File: src/rtl/ram_if.sv
// Bus/control bundle for the SAP-style 16x8 RAM.
// Front-panel switches, control lines and bus data in one interface.
`timescale 1ns/1ps
interface ram_if #(
  parameter int ADDR_W = 4,
  parameter int DATA_W = 8
);
  logic [DATA_W-1:0] dipswitch_data;
  logic [ADDR_W-1:0] dipswitch_addr;
  logic [DATA_W-1:0] bus_in;
  logic              addr_select;
  logic              prog_mode;
  logic              bus_enable_n;
  logic              write_enable;
  logic              control_signal;
  logic              load_mar_reg_n;
  logic [DATA_W-1:0] bus_out;

  modport master (
    output dipswitch_data,
    output dipswitch_addr,
    output bus_in,
    output addr_select,
    output prog_mode,
    output bus_enable_n,
    output write_enable,
    output control_signal,
    output load_mar_reg_n,
    input  bus_out
  );

  modport slave (
    input  dipswitch_data,
    input  dipswitch_addr,
    input  bus_in,
    input  addr_select,
    input  prog_mode,
    input  bus_enable_n,
    input  write_enable,
    input  control_signal,
    input  load_mar_reg_n,
    output bus_out
  );
endinterface

File: src/rtl/ram.sv
// 16x8 program/data RAM with integrated MAR for the SAP computer.
// Manual writes are level-sensitive latches; run writes are clocked.
`timescale 1ns/1ps
module ram #(
  parameter int ADDR_W = 4,
  parameter int DATA_W = 8
) (
  input logic clk,
  input logic clear_mar_reg_n,
  ram_if.slave bus
);
  localparam int DEPTH = 1 << ADDR_W;

  logic [ADDR_W-1:0] r_mar;

  // Two storage banks: one written by the manual latch path,
  // one by the clocked run path. A per-word XOR flag pair
  // records which bank holds the most recent write, so each
  // storage bit keeps exactly one driver.
  logic [DEPTH-1:0][DATA_W-1:0] r_prog_mem;
  logic [DEPTH-1:0][DATA_W-1:0] r_run_mem;
  logic [DEPTH-1:0]             r_lvt_prog;
  logic [DEPTH-1:0]             r_lvt_run;

  logic [ADDR_W-1:0] w_mar_src;
  logic [DATA_W-1:0] w_wdata;
  logic              w_prog_we;
  logic              w_run_we;
  logic              w_sel_run;
  logic [DATA_W-1:0] w_rdata;

  // Source muxes and write qualifiers
  always_comb begin
    w_mar_src = bus.addr_select ? bus.bus_in[ADDR_W-1:0]
                                : bus.dipswitch_addr;
    w_wdata   = bus.prog_mode ? bus.bus_in : bus.dipswitch_data;
    w_prog_we = ~bus.prog_mode & bus.write_enable;
    w_run_we  = bus.prog_mode & bus.control_signal;
  end

  // MAR: async clear wins over load
  always_ff @(posedge clk or negedge clear_mar_reg_n) begin
    if (!clear_mar_reg_n) begin
      r_mar <= '0;
    end else if (!bus.load_mar_reg_n) begin
      r_mar <= w_mar_src;
    end
  end

  // Manual write: transparent while the push-button is held
  always_latch begin
    for (int i = 0; i < DEPTH; i++) begin
      if (w_prog_we && (r_mar == ADDR_W'(i))) begin
        r_prog_mem[i] <= w_wdata;
        r_lvt_prog[i] <= r_lvt_run[i];
      end
    end
  end

  // Run write: uses the MAR value from before this edge
  always_ff @(posedge clk) begin
    if (w_run_we) begin
      r_run_mem[r_mar] <= w_wdata;
      r_lvt_run[r_mar] <= ~r_lvt_prog[r_mar];
    end
  end

  // Read: pick the bank that saw the latest write
  always_comb begin
    w_sel_run   = r_lvt_run[r_mar] ^ r_lvt_prog[r_mar];
    w_rdata     = w_sel_run ? r_run_mem[r_mar] : r_prog_mem[r_mar];
    bus.bus_out = bus.bus_enable_n ? '0 : w_rdata;
  end

endmodule

File: src/flat_wrapper.sv
// flat-port wrapper written by rule: the top's interface ports become plain ports
module ram_flat 
#(
  parameter int ADDR_W = 4,
  parameter int DATA_W = 8
)
  (clk, clear_mar_reg_n, bus_dipswitch_data, bus_dipswitch_addr, bus_bus_in, bus_addr_select, bus_prog_mode, bus_bus_enable_n, bus_write_enable, bus_control_signal, bus_load_mar_reg_n, bus_bus_out);
  ram_if #(.ADDR_W(ADDR_W), .DATA_W(DATA_W)) bus_i ();
  input logic clk;
  input logic clear_mar_reg_n;
  input wire logic [$bits(bus_i.dipswitch_data)-1:0] bus_dipswitch_data;
  input wire logic [$bits(bus_i.dipswitch_addr)-1:0] bus_dipswitch_addr;
  input wire logic [$bits(bus_i.bus_in)-1:0] bus_bus_in;
  input wire logic [$bits(bus_i.addr_select)-1:0] bus_addr_select;
  input wire logic [$bits(bus_i.prog_mode)-1:0] bus_prog_mode;
  input wire logic [$bits(bus_i.bus_enable_n)-1:0] bus_bus_enable_n;
  input wire logic [$bits(bus_i.write_enable)-1:0] bus_write_enable;
  input wire logic [$bits(bus_i.control_signal)-1:0] bus_control_signal;
  input wire logic [$bits(bus_i.load_mar_reg_n)-1:0] bus_load_mar_reg_n;
  output wire logic [$bits(bus_i.bus_out)-1:0] bus_bus_out;
  assign bus_i.dipswitch_data = bus_dipswitch_data;
  assign bus_i.dipswitch_addr = bus_dipswitch_addr;
  assign bus_i.bus_in = bus_bus_in;
  assign bus_i.addr_select = bus_addr_select;
  assign bus_i.prog_mode = bus_prog_mode;
  assign bus_i.bus_enable_n = bus_bus_enable_n;
  assign bus_i.write_enable = bus_write_enable;
  assign bus_i.control_signal = bus_control_signal;
  assign bus_i.load_mar_reg_n = bus_load_mar_reg_n;
  assign bus_bus_out = bus_i.bus_out;
  ram #(.ADDR_W(ADDR_W), .DATA_W(DATA_W)) u_core (.clk(clk), .clear_mar_reg_n(clear_mar_reg_n), .bus(bus_i));
endmodule
File: config.mk
export PLATFORM = sky130hd
export DESIGN_NAME = ram_flat
export DESIGN_NICKNAME = d
export VERILOG_FILES = /design/src/rtl/ram_if.sv /design/src/rtl/ram.sv /design/src/flat_wrapper.sv
export SDC_FILE = /design/constraint.sdc
export NUM_CORES = 1
export LEC_CHECK = 0
export ABC_AREA = 1
export CORE_AREA = 2 2 142 144
export DETAILED_ROUTE_END_ITERATION = 8
export DIE_AREA = 0 0 144 146
export GPL_TIMING_DRIVEN = 0
export PLACE_DENSITY = 0.67
export RECOVER_POWER = 100
export SLEW_MARGIN = 20
export SYNTH_ARGS = -nofsm -noshare
export SYNTH_HDL_FRONTEND = slang
export SYNTH_SLANG_ARGS = --single-unit
File: constraint.sdc
create_clock -name clk -period 7.3 [get_ports clk]
set_input_delay 1.46 -clock clk [delete_from_list [all_inputs] [get_ports clk]]
set_output_delay 1.46 -clock clk [all_outputs]
set_load 0.01 [all_outputs]
==> metrics.md, run 1 <==
| Metric | Value |
|---|---|
| Multi-input gate area | 2750 µm² |
| Initial detailed-routing violation count | a little under 900 |
| Power Density | roughly 210 nW/µm² |
| Root Driver | clkbuf_16 |
| Final Cycle Share | 0.778 |
| DRC violations left | 0 |
| Gate Count Post-Synth | between 1000 and 1500 |
| Power, Total | approximately 2.3 mW |
| CP Class | flip-flop to primary output |
| Crit path capture type | primary output |
| I/O pin cnt | 36 |
| FP Rows | between 50 and 60 |
| Hold buffer count at cts | 0 |
| TritonCTS buffer count | 17 |
| Failing checks | max-capacitance violations, max-slew violations |
| Post-synthesis register bit count | 292 |
| Total negative setup slack | 0 ns |
| Clock skew | approximately 0.0071 ns |
| Total track usage | 0.256 |
| Worst path required time | between 5 and 6 ns |
| Final nets | 1113 |
| Fraction of registers with async set or reset after synthesis | 0.0137 |
| CTS tree | done |
| DP Worst Slack | roughly 2.8 ns |
| HP Class | flip-flop to flip-flop |
| Antenna Nets Post-Route | 0 |
| Vias in the first global route | about 6700 |
| Routed WL | approximately 26 mm |
| Routed length per placed instance | between 15 and 20 µm |
| Die X | around 140 µm |
| Tmin final | about 5.7 ns |
| Critical path launch point | u_core.r_mar[2]$_DFFE_PN0N_ |
| Max-slew headroom | -0.339 |
| Post-synthesis cell type count | 21 |
| Area Overhead vs Synth | 13.5% |
| Post-synth EDFFs | between 100 and 150 |
| Mapped cell area | just under 10000 µm² |
| Most common cell on crit path | nand2_1 |
| Sequential Area | approximately 6600 µm² |
| Routed vias | 7413 |
| Synth Net Count | ~1000 |
| Pin count of the biggest net entering global routing | 33 |
| Top FF cell, synth | edfxtp_1 |
| Initial antenna violation count | 0 |
| Setup bufs post-CTS | 0 |
| Critical Path End | bus_bus_out[3] |
| Register pins left without a clock | 144 |
| Achievable Freq | 0.176 GHz |
| Max Cap Viol | 8 |
| FF-to-FF End | u_core.r_run_mem[13]$_DFFE_PP_ |
| Via-to-Cell Ratio | ~5.4 |
| Post-DP HPWL | approximately 18 mm |
| RSZ-0062 raised after global routing | false |
| Yosys top cell by area | edfxtp_1 |
| Most common library cells after synthesis | 239 x nand2_1, 205 x nor2_1, 144 x dlxtp_1, 144 x edfxtp_1, 77 x o21ai_0 |
| Gpl congestion | between 0.8 and 0.9 |
| Maximum vdd ir drop | 0.000160 V |
| Element type at the critical path start | flip-flop |
| Final hold violation count | 0 |
| Ys Warns | 0 |
| Core area | between 15000 and 20000 µm² |
| Global-route wire length before repair | a little under 40 mm |
| Initial core utilization | 0.503 |
| Fillers | approximately 1700 |
| Synthesized area per cell | between 9 and 10 µm² |
| Worst-path cell chain | nand2_1 -> clkinv_1 -> nand2_1 -> nand2_1 -> nor2_1 -> nand2_1 -> nand3_1 -> nand2_1 -> nor2_1 -> dlygate4sd3_1 |
| Endpoints left unconstrained | around 140 |
| Buffers on Ports | 34 |
| Status | finished, violations left |
| Largest cells by area after synthesis | edfxtp_1 44%, dlxtp_1 22%, nand2_1 9.2% |
| Die height | between 100 and 150 µm |
| Fin. max-slew vios | between 70 and 80 |
| GRT Residual Overflow | 0 |
| CTS H-Tree Depth | 4 |
| Static Leak | about 4.6 nW |
| CP Max Fanout | 18 |
| Top-area cell type share of the netlist area | 0.444 |
| Crit path DAT | 4.22 ns |
| Final worst setup slack | 1.62 ns |
| Measured slew at the worst slew-check pin | between 1.5 and 2 ns |
| Slowest stage delay, CP | between 0.8 and 0.9 ns |
| Worst-path clk slew | 0.05 ns |
| Skew-Pair Late Insertion Delay | 0.41 ns |
| Most numerous cell in the Yosys netlist | nand2_1 |
| Reg2reg setup slack | around 4.0 ns |
| Gates resized, CTS repair | 0 |
| Reg-to-Reg Start | u_core.r_mar[3]$_DFFE_PN0N_ |
| N_diodes | 0 |
| Die area | between 20000 and 25000 µm² |
| Setup-failing EPs final | 0 |
| DRT Pass-1 Iters | 5 |
| Layout cell share with drive strength beyond 1 | 0.0674 |
| Critical path's slowest cell | nor2_1 |
| Deepest clock path buffer count | 2 |
| Worst Reg-to-Reg Cells | 4 |
state kept, by name (all words and copies together), names as in the netlist:
register	flops
u_core.r_prog_mem	128
u_core.r_run_mem	128
u_core.r_lvt_prog	16
u_core.r_lvt_run	16
u_core.r_mar	4
worst max-delay path, delay by kind of cell (launching register included):
| kind | cells | cell delay, ns |
|---|---|---|
| buffers and inverters | 2 | 1.01 |
| DFF | 1 | 0.43 |
| and+or+nand+nor | 8 | 2.36 |
report_power, final:
part | switching, mW | internal [mW]
Combinational | 0.323 | 0.130
Sequential | 0.00497 | 0.984
Clock | 0.314 | 0.522
final cells by class:
type / instances / area share
multi-input combinational: 639 / 0.249
buffer: 50 / 0.0256
timing repair buffer: 47 / 0.0352
inverter: 38 / 0.0129
sequential: 292 / 0.596
clock buffer: 27 / 0.0437
tap: 265 / 0.0300
clock inverter: 5 / 0.00736
cells in the final DEF (no fill, tap or decap), types with 10 or more instances in the layout:
master	synthesis	layout
nand2_1	239	241
nor2_1	205	206
dlxtp_1	144	144
edfxtp_1	144	144
o21ai_0	77	77
o22ai_1	48	48
inv_1	35	35
clkbuf_1	14	35
buf_2	25	25
nor3_1	32	24
clkdlybuf4s50_1	0	24
o21ai_1	19	19
clkbuf_16	0	17
dlygate4sd3_1	0	10
per-layer routing:
metal | GRT usage | share of wire
met2 | 0.377 | 0.45
met3 | 0.0550 | 0.10
met1 | 0.393 | 0.43
met4 | 0.0544 | 0.015
met5 | 0 | 0
how the worst min path moves through the flow:
stage | startpoint | end | slack, ns | cells after the start
final | u_core.r_mar[2]$_DFFE_PN0N_ | u_core.r_mar[2]$_DFFE_PN0N_ | 0.70 | 2
after global routing | u_core.r_mar[3]$_DFFE_PN0N_ | u_core.r_mar[3]$_DFFE_PN0N_ | 0.72 | 2
after CTS | u_core.r_mar[2]$_DFFE_PN0N_ | u_core.r_mar[2]$_DFFE_PN0N_ | 0.70 | 2
after detailed placement | u_core.r_mar[2]$_DFFE_PN0N_ | u_core.r_mar[2]$_DFFE_PN0N_ | 0.70 | 2
after global placement | u_core.r_mar[2]$_DFFE_PN0N_ | u_core.r_mar[2]$_DFFE_PN0N_ | 0.66 | 2
after floorplan | u_core.r_mar[2]$_DFFE_PN0N_ | u_core.r_mar[2]$_DFFE_PN0N_ | 0.61 | 2
logic make-up after synthesis:
group,share of synthesized area
latches,0.222
AND/OR/NAND/NOR,0.196
AO/OA/AOI/OAI,0.0833
buffers and inverters,0.0437
flip-flops,0.455
metrics by stage:
stage                     hold WS, ns  cell area (µm²)  utilization  cells
final                           0.698            11100        0.572   1363
after global routing            0.723            11100        0.572   1363
after CTS                       0.703            11300        0.583   1363
after detailed placement        0.695            10700        0.554   1331
after global placement          0.659            10400        0.538   1318
after floorplan                 0.608             9730            -   1019
No activity file was read; power rests on OpenSTA's default activity.
==> run 2, diff against run 1 <==
==> constraint.sdc (replaced) <==
create_clock -name clk -period 5.7 [get_ports clk]
set_input_delay 1.14 -clock clk [delete_from_list [all_inputs] [get_ports clk]]
set_output_delay 1.14 -clock clk [all_outputs]
set_load 0.01 [all_outputs]
==> metrics.md, run 2 (same netlist as run 1, synthesis figures left out) <==
| Metric | Value |
|---|---|
| Post-DP HPWL | 17.8 mm (unchanged) |
| Crit path buffers/inverters | 2 (unchanged) |
| Setup-failing EPs final | 0 (unchanged) |
| Hold slack final | 0.698 ns (about the same) |
| Worst-path clk slew | 0.05 ns (about the same) |
| Via-to-Cell Ratio | 5.46 (was 5.44) |
| Non-Filler Instances | 1363 (unchanged) |
| I/O pin cnt | 36 (unchanged) |
| Antenna Nets Post-Route | 0 (unchanged) |
| Worst-path cell chain | nand2_1 -> clkinv_1 -> nand2_1 -> nand2_1 -> nor2_2 -> nand2_1 -> nand3_1 -> nand2_1 -> nor2_1 -> dlygate4sd3_1 (was nand2_1 -> clkinv_1 -> nand2_1 -> nand2_1 -> nor2_1 -> nand2_1 -> nand3_1 -> nand2_1 -> nor2_1 -> dlygate4sd3_1) |
| Failing checks | max-capacitance violations, max-slew violations (unchanged) |
| Skew-Pair Late Insertion Delay | 0.42 ns (was 0.41 ns) |
| Register pins left without a clock | 144 (unchanged) |
| GRT Residual Overflow | 0 (unchanged) |
| N_diodes | 0 (unchanged) |
| Die height | 146 µm (unchanged) |
| Layout cell share with drive strength beyond 1 | 0.0683 (was 0.0674) |
| Deepest clock path buffer count | 2 (unchanged) |
| Slowest stage delay, CP | 0.64 ns (was 0.88 ns) |
| Power Density | 264 nW/µm² (was 206 nW/µm²) |
| Max Cap Viol | 8 (unchanged) |
| Tmin final | just under 5 ns |
| Total negative setup slack | 0 ns (unchanged) |
| Initial antenna violation count | 0 (unchanged) |
| Gpl congestion | 0.890 (unchanged) |
| Final worst setup slack | 0.770 ns (was 1.62 ns) |
| Crit path capture type | primary output (unchanged) |
| Element type at the critical path start | flip-flop (unchanged) |
| Area Overhead vs Synth | 13.6% (was 13.5%) |
| Multi-input gate area | 2760 µm² (was 2750 µm²) |
| FP Rows | 51 (unchanged) |
| Max-slew headroom | -0.339 (about the same) |
| CP Max Fanout | 18 (unchanged) |
| RSZ-0062 raised after global routing | false (unchanged) |
| DP Cell Count | 1331 (unchanged) |
| Total track usage | 0.256 (unchanged) |
| Critical path's slowest cell | dlygate4sd3_1 (was nor2_1) |
| Clock skew | 0.00898 ns (was 0.00706 ns) |
| Static Leak | 4.60 nW (about the same) |
| Die area | 21000 µm² (unchanged) |
| Vias in the first global route | 6708 (unchanged) |
| Power, Total | 2.92 mW (was 2.28 mW) |
| Largest delay contributor family on the critical path | simple AND/OR/NAND/NOR gates (unchanged) |
| Core area | 19300 µm² (unchanged) |
| Die X | 144 µm (unchanged) |
| Endpoints left unconstrained | 144 (unchanged) |
| Most common cell after layout, fill and taps aside | nand2_1 (unchanged) |
| Leading registers by flop count | u_core.r_prog_mem: 128 flops, u_core.r_run_mem: 128 flops (unchanged) |
| Initial detailed-routing violation count | 888 (was 889) |
| Pin count of the biggest net entering global routing | 33 (unchanged) |
| Status | finished, violations left (unchanged) |
| CTS tree | done (unchanged) |
| Root Driver | clkbuf_16 (unchanged) |
| CTS H-Tree Depth | 4 (unchanged) |
| Commonest non-fill, non-tap cells in the layout | 241 x nand2_1, 205 x nor2_1, 144 x dlxtp_1, 144 x edfxtp_1, 77 x o21ai_0 (was 241 x nand2_1, 206 x nor2_1, 144 x dlxtp_1, 144 x edfxtp_1, 77 x o21ai_0) |
| Routed vias | 7447 (was 7413) |
| Routed WL | 26.5 mm (about the same) |
| Dpl cell area | 10700 µm² (unchanged) |
| Global-route wire length before repair | 39.3 mm (unchanged) |
| Final Core Density | 0.572 (about the same) |
| Final Cycle Share | 0.865 |
| Crit path DAT | 3.79 ns (was 4.22 ns) |
| TritonCTS buffer count | 17 (unchanged) |
| DRC violations left | 0 (unchanged) |
| Final nets | 1113 (unchanged) |
| Achievable Freq | around 0.2 GHz |
| HP Class | flip-flop to flip-flop (unchanged) |
| Buffers on Ports | 34 (unchanged) |
| Fillers | 1665 (was 1666) |
| Setup bufs post-CTS | 0 (unchanged) |
| Initial core utilization | 0.503 (unchanged) |
| Fin. max-slew vios | 78 (unchanged) |
| Final hold violation count | 0 (unchanged) |
| Worst path required time | 4.56 ns (was 5.84 ns) |
| Maximum vdd ir drop | 0.000205 V (was 0.000160 V) |
| DRT Pass-1 Iters | 5 (unchanged) |
| Gates resized, CTS repair | 0 (unchanged) |
| Final instance area | 11100 µm² (about the same) |
| Routed length per placed instance | 19.4 µm (about the same) |
| Measured slew at the worst slew-check pin | 1.99 ns (about the same) |
| Hold buffer count at cts | 0 (unchanged) |
| Most common cell on crit path | nand2_1 (unchanged) |
| CP Class | flip-flop to primary output (unchanged) |
| DP Worst Slack | 1.57 ns (was 2.85 ns) |
| Sequential Area | 6590 µm² (unchanged) |
-- run 2: cell counts in the layout (fill, tap and decap cells not counted) --
No cell type changed its count.
-- run 2: worst reg2reg max path, delay by kind of cell (launching register included) --
kind / cells / cell delay [ns]
simple gates: 2 / 1.74
buf+inv: 2 / 0.75
flops: 1 / 0.43
-- run 2: where the power goes --
part	internal (mW)	switching, mW
Combinational	0.167	0.414
Sequential	1.26	0.00636
Clock	0.668	0.405
Total	2.10	0.825
-- run 2: layout make-up --
type                            instances  area share
Timing Repair Buffer                   47      0.0352
Clock buffer                           27      0.0437
Inverter                               38      0.0129
Multi-Input combinational cell        639       0.249
Tap cell                              265      0.0300
Buffer                                 50      0.0256
Clock inverter                          5     0.00736
Sequential cell                       292       0.596
-- run 2: layer usage --
layer | vias to the layer above | part of all wire | global-route usage
met2 | 390 | 0.45 | 0.377
met5 | - | 0 | 0
li1 | 3514 | - | -
met4 | 0 | 0.015 | 0.0544
met1 | 3507 | 0.44 | 0.393
met3 | 36 | 0.099 | 0.0550
-- run 2: path summary, 6_finish.rpt --
path / startpoint / end / slack (ns) / cells after the start
max: u_core.r_mar[2]$_DFFE_PN0N_ / bus_bus_out[3] / 0.77 / 10
min in group asynchronous: clear_mar_reg_n / u_core.r_mar[3]$_DFFE_PN0N_ / 1.01 / 1
max reg2reg: u_core.r_mar[3]$_DFFE_PN0N_ / u_core.r_run_mem[13]$_DFFE_PP_ / 2.38 / 4
min: u_core.r_mar[2]$_DFFE_PN0N_ / u_core.r_mar[2]$_DFFE_PN0N_ / 0.70 / 2
min reg2reg: u_core.r_mar[2]$_DFFE_PN0N_ / u_core.r_mar[2]$_DFFE_PN0N_ / 0.70 / 2
max in group asynchronous: clear_mar_reg_n / u_core.r_mar[2]$_DFFE_PN0N_ / 4.52 / 1
